<file path="src/rtl/eth_pkt_slot_writer_if.sv">
// rtl/eth_pkt_slot_writer_if.sv - signal bundle between the MAC byte stream, packet RAM, ecpri_rx and eth_pkt_slot_writer
// Purpose: groups every non-clock/reset signal of eth_pkt_slot_writer.
// Ports:
//   stream     in_valid, in_data, in_sop, in_eop           (master -> slave)
//   ram write  ram_addr, ram_data, ram_cs, ram_we, ram_oe  (slave -> master)
//   descriptor desc_valid, desc_slot, desc_len (slave -> master); desc_ready, rel (master -> slave)
//   status     free_slots, drop_full_cnt, drop_err_cnt     (slave -> master)
interface eth_pkt_slot_writer_if #(
  parameter int DATA_WIDTH = 8,
  parameter int ADDR_WIDTH = 16,
  parameter int SLOT_LOG2  = 2,
  parameter int SLOT_AW    = 11
);
  logic                  in_valid;
  logic [DATA_WIDTH-1:0] in_data;
  logic                  in_sop;
  logic                  in_eop;
  logic [ADDR_WIDTH-1:0] ram_addr;
  logic [DATA_WIDTH-1:0] ram_data;
  logic                  ram_cs;
  logic                  ram_we;
  logic                  ram_oe;
  logic                  desc_valid;
  logic [SLOT_LOG2-1:0]  desc_slot;
  logic [SLOT_AW:0]      desc_len;
  logic                  desc_ready;
  logic                  rel;
  logic [SLOT_LOG2:0]    free_slots;
  logic [15:0]           drop_full_cnt;
  logic [15:0]           drop_err_cnt;

  modport master (
    output in_valid, in_data, in_sop, in_eop, desc_ready, rel,
    input  ram_addr, ram_data, ram_cs, ram_we, ram_oe,
           desc_valid, desc_slot, desc_len, free_slots, drop_full_cnt, drop_err_cnt
  );

  modport slave (
    input  in_valid, in_data, in_sop, in_eop, desc_ready, rel,
    output ram_addr, ram_data, ram_cs, ram_we, ram_oe,
           desc_valid, desc_slot, desc_len, free_slots, drop_full_cnt, drop_err_cnt
  );
endinterface

</file>
<file path="src/rtl/eth_pkt_slot_writer.sv">
// rtl/eth_pkt_slot_writer.sv - writes MAC frames into fixed-size packet-RAM slots and hands out descriptors
// Purpose: each frame goes to the next free slot; committed frames are announced as {slot, len}
//          descriptors and the slot stays occupied until rel. Runt, oversize, aborted frames and
//          frames arriving with no free slot are dropped and counted.
// Ports:
//   clk   rising-edge clock
//   reset asynchronous, active-high
//   bus   eth_pkt_slot_writer_if.slave (stream in, RAM write port, descriptor, status)
module eth_pkt_slot_writer #(
  parameter int DATA_WIDTH = 8,
  parameter int ADDR_WIDTH = 16,
  parameter int SLOT_LOG2  = 2,
  parameter int SLOT_AW    = 11,
  parameter int MIN_LEN    = 14
) (
  input  logic                 clk,
  input  logic                 reset,
  eth_pkt_slot_writer_if.slave bus
);
  localparam int NUM_SLOTS = 2**SLOT_LOG2;
  localparam int LW        = SLOT_AW + 1;
  localparam int OW        = SLOT_LOG2 + 1;
  localparam logic [LW-1:0] SLOT_DEPTH = {1'b1, {SLOT_AW{1'b0}}};
  localparam logic [LW-1:0] MIN_LEN_L  = LW'(MIN_LEN);

  typedef enum logic [1:0] {ST_IDLE, ST_WRITE, ST_DROP} state_t;

  state_t                state_q, state_d;
  logic [LW-1:0]         count_q, count_d;
  logic [SLOT_LOG2-1:0]  wr_slot_q, wr_slot_d;
  logic [SLOT_LOG2-1:0]  rd_slot_q, rd_slot_d;
  logic [SLOT_LOG2-1:0]  rel_slot_q, rel_slot_d;
  logic [OW-1:0]         occ_q, occ_d;
  logic [OW-1:0]         qcnt_q, qcnt_d;
  logic                  push_q, push_d;
  logic [SLOT_LOG2-1:0]  push_slot_q, push_slot_d;
  logic [LW-1:0]         push_len_q, push_len_d;
  logic [LW-1:0]         len_mem_q [NUM_SLOTS];
  logic [LW-1:0]         len_mem_d [NUM_SLOTS];
  logic [ADDR_WIDTH-1:0] ram_addr_q, ram_addr_d;
  logic [DATA_WIDTH-1:0] ram_data_q, ram_data_d;
  logic                  ram_we_q, ram_we_d;
  logic [15:0]           full_cnt_q, full_cnt_d;
  logic [15:0]           err_cnt_q, err_cnt_d;

  logic          start, eof, commit, full_inc, rel_ok, pop;
  logic [1:0]    err_inc;
  logic [LW-1:0] eof_len;
  logic [16:0]   err_sum;

  // Frame FSM and RAM write port.
  always_comb begin
    state_d    = state_q;
    count_d    = count_q;
    wr_slot_d  = wr_slot_q;
    ram_we_d   = 1'b0;
    ram_addr_d = ram_addr_q;
    ram_data_d = ram_data_q;
    full_inc   = 1'b0;
    err_inc    = 2'd0;
    start      = 1'b0;
    eof        = 1'b0;
    eof_len    = count_q;
    commit     = 1'b0;
    if (bus.in_valid) begin
      if (bus.in_sop) begin
        // sop mid-frame abandons the slot contents; the slot itself is reused
        if (state_q == ST_WRITE) err_inc = err_inc + 2'd1;
        start = 1'b1;
      end else if (state_q == ST_WRITE) begin
        if (count_q == SLOT_DEPTH) begin
          err_inc = err_inc + 2'd1;
          state_d = bus.in_eop ? ST_IDLE : ST_DROP;
        end else begin
          ram_we_d   = 1'b1;
          ram_addr_d = ADDR_WIDTH'({wr_slot_q, count_q[SLOT_AW-1:0]});
          ram_data_d = bus.in_data;
          count_d    = count_q + LW'(1);
          eof        = bus.in_eop;
          eof_len    = count_q + LW'(1);
        end
      end else if (state_q == ST_DROP && bus.in_eop) begin
        state_d = ST_IDLE;
      end
    end
    if (start) begin
      // the slot being written (if any) was just abandoned, so only committed slots matter
      if (occ_q < OW'(NUM_SLOTS)) begin
        ram_we_d   = 1'b1;
        ram_addr_d = ADDR_WIDTH'({wr_slot_q, {SLOT_AW{1'b0}}});
        ram_data_d = bus.in_data;
        count_d    = LW'(1);
        state_d    = ST_WRITE;
        eof        = bus.in_eop;
        eof_len    = LW'(1);
      end else begin
        full_inc = 1'b1;
        state_d  = bus.in_eop ? ST_IDLE : ST_DROP;
      end
    end
    if (eof) begin
      state_d = ST_IDLE;
      if (eof_len < MIN_LEN_L) err_inc = err_inc + 2'd1;
      else                     commit  = 1'b1;
    end
    if (commit) wr_slot_d = wr_slot_q + SLOT_LOG2'(1);
  end

  // Occupancy, descriptor queue and drop counters. Commits arrive in slot order, so the
  // queue is held as one length per slot and rd_slot doubles as the queue read pointer.
  // The push is delayed one cycle so the descriptor appears after the last RAM write.
  always_comb begin
    rel_ok      = bus.rel && (occ_q != '0);
    pop         = (qcnt_q != '0) && bus.desc_ready;
    occ_d       = occ_q + OW'(commit) - OW'(rel_ok);
    rel_slot_d  = rel_slot_q + SLOT_LOG2'(rel_ok);
    push_d      = commit;
    push_slot_d = wr_slot_q;
    push_len_d  = eof_len;
    len_mem_d   = len_mem_q;
    if (push_q) len_mem_d[push_slot_q] = push_len_q;
    qcnt_d      = qcnt_q + OW'(push_q) - OW'(pop);
    rd_slot_d   = rd_slot_q + SLOT_LOG2'(pop);
    full_cnt_d  = (full_cnt_q == 16'hFFFF) ? full_cnt_q : full_cnt_q + 16'(full_inc);
    err_sum     = {1'b0, err_cnt_q} + 17'(err_inc);
    err_cnt_d   = err_sum[16] ? 16'hFFFF : err_sum[15:0];
  end

  always_ff @(posedge clk or posedge reset) begin
    if (reset) begin
      state_q     <= ST_IDLE;
      count_q     <= '0;
      wr_slot_q   <= '0;
      rd_slot_q   <= '0;
      rel_slot_q  <= '0;
      occ_q       <= '0;
      qcnt_q      <= '0;
      push_q      <= 1'b0;
      push_slot_q <= '0;
      push_len_q  <= '0;
      for (int i = 0; i < NUM_SLOTS; i++) len_mem_q[i] <= '0;
      ram_addr_q  <= '0;
      ram_data_q  <= '0;
      ram_we_q    <= 1'b0;
      full_cnt_q  <= '0;
      err_cnt_q   <= '0;
    end else begin
      state_q     <= state_d;
      count_q     <= count_d;
      wr_slot_q   <= wr_slot_d;
      rd_slot_q   <= rd_slot_d;
      rel_slot_q  <= rel_slot_d;
      occ_q       <= occ_d;
      qcnt_q      <= qcnt_d;
      push_q      <= push_d;
      push_slot_q <= push_slot_d;
      push_len_q  <= push_len_d;
      len_mem_q   <= len_mem_d;
      ram_addr_q  <= ram_addr_d;
      ram_data_q  <= ram_data_d;
      ram_we_q    <= ram_we_d;
      full_cnt_q  <= full_cnt_d;
      err_cnt_q   <= err_cnt_d;
    end
  end

  assign bus.ram_addr      = ram_addr_q;
  assign bus.ram_data      = ram_data_q;
  assign bus.ram_cs        = ram_we_q;
  assign bus.ram_we        = ram_we_q;
  assign bus.ram_oe        = 1'b0;
  assign bus.desc_valid    = (qcnt_q != '0);
  assign bus.desc_slot     = rd_slot_q;
  assign bus.desc_len      = len_mem_q[rd_slot_q];
  assign bus.free_slots    = OW'(NUM_SLOTS) - occ_q - OW'(state_q == ST_WRITE);
  assign bus.drop_full_cnt = full_cnt_q;
  assign bus.drop_err_cnt  = err_cnt_q;
endmodule

</file>
<file path="src/flat_wrapper.sv">
// flat-port wrapper written by rule: the top's interface ports become plain ports
module eth_pkt_slot_writer_flat 
#(
  parameter int DATA_WIDTH = 8,
  parameter int ADDR_WIDTH = 16,
  parameter int SLOT_LOG2  = 2,
  parameter int SLOT_AW    = 11,
  parameter int MIN_LEN    = 14
)
  (clk, reset, bus_in_valid, bus_in_data, bus_in_sop, bus_in_eop, bus_desc_ready, bus_rel, bus_ram_addr, bus_ram_data, bus_ram_cs, bus_ram_we, bus_ram_oe, bus_desc_valid, bus_desc_slot, bus_desc_len, bus_free_slots, bus_drop_full_cnt, bus_drop_err_cnt);
  eth_pkt_slot_writer_if #(.DATA_WIDTH(DATA_WIDTH), .ADDR_WIDTH(ADDR_WIDTH), .SLOT_LOG2(SLOT_LOG2), .SLOT_AW(SLOT_AW)) bus_i ();
  input  logic clk;
  input  logic reset;
  input wire logic [$bits(bus_i.in_valid)-1:0] bus_in_valid;
  input wire logic [$bits(bus_i.in_data)-1:0] bus_in_data;
  input wire logic [$bits(bus_i.in_sop)-1:0] bus_in_sop;
  input wire logic [$bits(bus_i.in_eop)-1:0] bus_in_eop;
  input wire logic [$bits(bus_i.desc_ready)-1:0] bus_desc_ready;
  input wire logic [$bits(bus_i.rel)-1:0] bus_rel;
  output wire logic [$bits(bus_i.ram_addr)-1:0] bus_ram_addr;
  output wire logic [$bits(bus_i.ram_data)-1:0] bus_ram_data;
  output wire logic [$bits(bus_i.ram_cs)-1:0] bus_ram_cs;
  output wire logic [$bits(bus_i.ram_we)-1:0] bus_ram_we;
  output wire logic [$bits(bus_i.ram_oe)-1:0] bus_ram_oe;
  output wire logic [$bits(bus_i.desc_valid)-1:0] bus_desc_valid;
  output wire logic [$bits(bus_i.desc_slot)-1:0] bus_desc_slot;
  output wire logic [$bits(bus_i.desc_len)-1:0] bus_desc_len;
  output wire logic [$bits(bus_i.free_slots)-1:0] bus_free_slots;
  output wire logic [$bits(bus_i.drop_full_cnt)-1:0] bus_drop_full_cnt;
  output wire logic [$bits(bus_i.drop_err_cnt)-1:0] bus_drop_err_cnt;
  assign bus_i.in_valid = bus_in_valid;
  assign bus_i.in_data = bus_in_data;
  assign bus_i.in_sop = bus_in_sop;
  assign bus_i.in_eop = bus_in_eop;
  assign bus_i.desc_ready = bus_desc_ready;
  assign bus_i.rel = bus_rel;
  assign bus_ram_addr = bus_i.ram_addr;
  assign bus_ram_data = bus_i.ram_data;
  assign bus_ram_cs = bus_i.ram_cs;
  assign bus_ram_we = bus_i.ram_we;
  assign bus_ram_oe = bus_i.ram_oe;
  assign bus_desc_valid = bus_i.desc_valid;
  assign bus_desc_slot = bus_i.desc_slot;
  assign bus_desc_len = bus_i.desc_len;
  assign bus_free_slots = bus_i.free_slots;
  assign bus_drop_full_cnt = bus_i.drop_full_cnt;
  assign bus_drop_err_cnt = bus_i.drop_err_cnt;
  eth_pkt_slot_writer #(.DATA_WIDTH(DATA_WIDTH), .ADDR_WIDTH(ADDR_WIDTH), .SLOT_LOG2(SLOT_LOG2), .SLOT_AW(SLOT_AW), .MIN_LEN(MIN_LEN)) u_core (.clk(clk), .reset(reset), .bus(bus_i));
endmodule
</file>
<file path="config.mk">
export PLATFORM = sky130hd
export DESIGN_NAME = eth_pkt_slot_writer_flat
export DESIGN_NICKNAME = d
export VERILOG_FILES = /design/src/rtl/eth_pkt_slot_writer_if.sv /design/src/rtl/eth_pkt_slot_writer.sv /design/src/flat_wrapper.sv
export SDC_FILE = /design/constraint.sdc
export NUM_CORES = 1
export LEC_CHECK = 0
export ABC_CLOCK_PERIOD_IN_PS = 11710
export BUFFER_PORTS_ARGS = -buffer_cell sky130_fd_sc_hd__clkbuf_2
export CORE_MARGIN = 2
export CORE_UTILIZATION = 35
export CTS_CLUSTER_DIAMETER = 150
export DETAILED_ROUTE_END_ITERATION = 16
export GPL_TIMING_DRIVEN = 0
export HOLD_SLACK_MARGIN = 0.1
export MAX_ROUTING_LAYER = met4
export SLEW_MARGIN = 20
export SYNTH_ARGS = -nofsm -noshare
export SYNTH_HDL_FRONTEND = slang
export SYNTH_SLANG_ARGS = --single-unit
</file>
<file path="constraint.sdc">
create_clock -name clk -period 11.71 [get_ports clk]
set_clock_uncertainty 0.05 [all_clocks]
set_input_delay 2.342 -clock clk [delete_from_list [all_inputs] [get_ports clk]]
set_output_delay 2.342 -clock clk [all_outputs]
set_load 0.02 [all_outputs]
</file>
==> flow_summary_export.csv <==
group,metric,value,unit
layout,multi_input_area,0.00271,mm²
setup_path,slowest_delay,0.35,ns
setup_path,crit_type,"in -> reg",
outcome,status,"complete, no violations",
global_routing,grtUsageTotal,0.167,
layout,area_growth,22.0,%
layout,ff_latch_area,0.00330,mm²
global_routing,grt_max_degree,83,
setup_path,cp_num_buf_inv,4,
cts,insertion_delay,0.41,ns
place,gp_congestion,0.877,
sta,fmax,0.154,GHz
layout,final_area,0.00757,mm²
setup_path,cp_slowest_cell,"clkbuf_1",
synth,ys.flop_type,"dfrtp_1",
power_and_ir_drop,power.density,213,mW/mm²
layout,final_cell_mix,"dfrtp_1 (132), nand2_1 (98), clkbuf_2 (88)",
min_path,hold_path_class,"reg -> reg",
synth,synth_nets,576,
cts,cts.htree.levels,4,
sta,period_needed,6.48,ns
setup_path,crit_required,11.93,ns
cts,cts_setup_buffers,0,
cts,numCtsBuffers,17,
sta,setup_viol,0,
synth,netlist.area_leader.share,0.532,
cts,cts_hold_buf,0,
floorplanning,chipWidth,137,µm
cts,clock_sinks,132,
route,routed-via-count,4432,
cts,clk_pin_slew,0.06,ns
global_routing,grt_use_met1,0.205,
synth,synth_edf_count,0,
global_routing,grt_use_met2,0.273,
cts,cts_tree,"yes",
setup_path,worstSetupStartpointType,"input pin",
layout,nets,684,
place,dpl_cell_area,0.00696,mm²
synth,synth_area_leaders,"dfrtp_1 (53%), mux2_2 (8.0%), nand2_1 (5.9%), mux4_2 (4.4%), ha_1 (2.8%)",
sta,fin_setup_tns,0,ns
global_routing,grt_pass1_vias,4665,
floorplanning,core,0.0173,mm²
layout,layout_commonest_cell,"dfrtp_1",
place,dp_hpwl,9.99,mm
route,drt_pass1_iterations,4,
sta,maxSlewHeadroom,0.411,
floorplanning,start_util,0.359,
power_and_ir_drop,total_power,1610,µW
sta,worst-slew-pin-transition,0.884,ns
sta,timing.final.crit_share,0.554,
floorplanning,dieArea,0.0188,mm²
layout,nFillCells,1655,
synth,ys_types,58,
synth,avgSynthCellArea,11.4,µm²
setup_path,cp_max_fo,10,
cts,cts-resized-gates,0,
route,final_antenna_net_count,0,
floorplanning,ios,92,
synth,synth.ff_latch_count,132,
global_routing,grt_pass1_wl,23.6,mm
power_and_ir_drop,peakVddDrop,110,µV
floorplanning,rows,48,
synth,seq_area_frac_synth,0.532,
global_routing,antenna_found_initial,0,
setup_path,endpoint_kind,"flip-flop",
floorplanning,fp.dieH,137,µm
place,port_buffers,88,
route,routedWlPerCell,15.7,µm
setup_path,cpMostUsedCell,"clkbuf_1",
route,wl,14.0,mm
global_routing,grt_remaining_overflow,0,
cts,clk_path_buf_depth,2,
global_routing,grt_busiest_layer,"met2",
sta,rsz0062_at_grt,"false",
synth,synth_warnings,0,
synth,syn_area,0.00620,mm²
layout,drive_above_1_share,0.287,
global_routing,grt_use_met3,0.0426,
setup_path,path_cells,"clkbuf_1, nand4bb_1, clkbuf_1, nor4_1, a31oi_1, nand3_1, nor4_4, and2_1, ha_1, mux2_1, ha_1, inv_1, fa_1, and3b_1, and3_1, and2_1, nand4_1, nor2_1, nand3_1, clkbuf_1, nand2_1",
route,via_per_inst,4.98,
power_and_ir_drop,leakagePower,0.00375,µW
synth,yosysTopAreaCell,"dfrtp_1",
run,cap_viol_max_count,0,
cts,clock-root-buffer,"clkbuf_16",
route,drc,0,
setup_path,cp_top_family,"simple AND/OR/NAND/NOR gates",
route,drt_iter0_drc,234,
synth,async_flop_share,1.00,
sta,final_max_slew_viol_count,0,
layout,fin_util,0.438,
synth,syn_inst,544,
layout,insertedDiodeCount,0,
setup_path,crit_arrival,6.70,ns
sta,hold_viol,0,
-- area by class of cell --
class	count	share of cell area
Clock inverter	8	0.0164
Timing Repair Buffer	89	0.0618
Buffer	28	0.0152
Multi-Input combinational cell	364	0.358
Inverter	20	0.0109
Tap cell	225	0.0372
Sequential cell	132	0.437
Clock buffer	24	0.0637
-- Yosys cell counts, drive strengths merged, types with 2 or more instances --
master    n
o311ai    2
buf       7
mux2i     2
clkbuf   21
nor2     20
o21ai    13
fa        3
ha       14
or4       4
nand2b    5
nor2b     3
xor2     17
a21oi    17
nand3b    5
a31o      2
nand2    98
nor3      3
a31oi     2
nor4b     2
xnor2    17
or3       5
mux4     12
and3      9
o31a      2
nor4      3
nand3    25
inv      20
mux2     46
and2      3
and4      2
nand4     9
nand4b    4
dfrtp   132
-- cells by family (layout without fill, tap and decap cells) --
group / after synthesis / in the layout / share of synthesized area
simple gates: 205 / 205 / 0.167
flops: 132 / 132 / 0.532
mux: 60 / 60 / 0.130
buf+inv: 48 / 169 / 0.0307
compound gates: 47 / 47 / 0.0534
xor+xnor: 34 / 34 / 0.0480
fa+ha+maj: 17 / 17 / 0.0379
other cells: 1 / 1 / 0.000604
-- routing by layer --
metal / share of wire / wire length (µm) / up-vias
li1: - / - / 2100
met1: 0.44 / 6190 / 2226
met2: 0.50 / 7020 / 94
met3: 0.048 / 674 / 12
met4: 0.0090 / 126 / 0
met5: 0 / 0 / -
-- flip-flops by register name, indices dropped and copies added, names as in the netlist, 2 cells and up --
signal / count
u_core.len_mem_q: 48
u_core.push_slot_d: 2
u_core.state_q: 2
u_core.bus.ram_addr: 16
u_core.qcnt_q: 3
u_core.bus.ram_data: 8
u_core.push_slot_q: 2
u_core.bus.drop_err_cnt: 16
u_core.occ_q: 3
u_core.bus.drop_full_cnt: 16
u_core.count_q: 12
u_core.bus.desc_slot: 2
-- worst paths after layout --
path                                             from                           to  slack (ns)  depth (start not counted)
worst min register to register  u_core.push_slot_d[1]        u_core.push_slot_q[1]        0.40                          0
min in group asynchronous                       reset   u_core.bus.drop_err_cnt[7]        1.88                          2
worst min-delay path            u_core.push_slot_d[1]        u_core.push_slot_q[1]        0.40                          0
worst max register to register      u_core.count_q[3]  u_core.bus.drop_err_cnt[10]        6.68                         20
worst max-delay path                       bus_in_sop  u_core.bus.drop_err_cnt[10]        5.23                         21
max in group asynchronous                       reset         u_core.len_mem_q[34]        9.01                          3
-- power by group --
| part | switching [µW] | internal [µW] |
|---|---|---|
| clock | 191 | 352 |
| combinational | 262 | 172 |
| sequential | 86.0 | 548 |
| total | 539 | 1070 |
-- per-stage QoR --
| stage | cells | worst slack (ns) | hold WS [ns] |
|---|---|---|---|
| 5_1_grt | 890 | 4.88 | 0.416 |
| 2_1_floorplan | 544 | 5.63 | 0.342 |
| 3_5_place_dp | 858 | 4.85 | 0.398 |
| 6_report | 890 | 5.23 | 0.403 |
| 4_1_cts | 890 | 5.26 | 0.410 |
| 3_3_place_gp | 857 | 4.38 | 0.397 |
No activity file was read; power rests on OpenSTA's default activity.
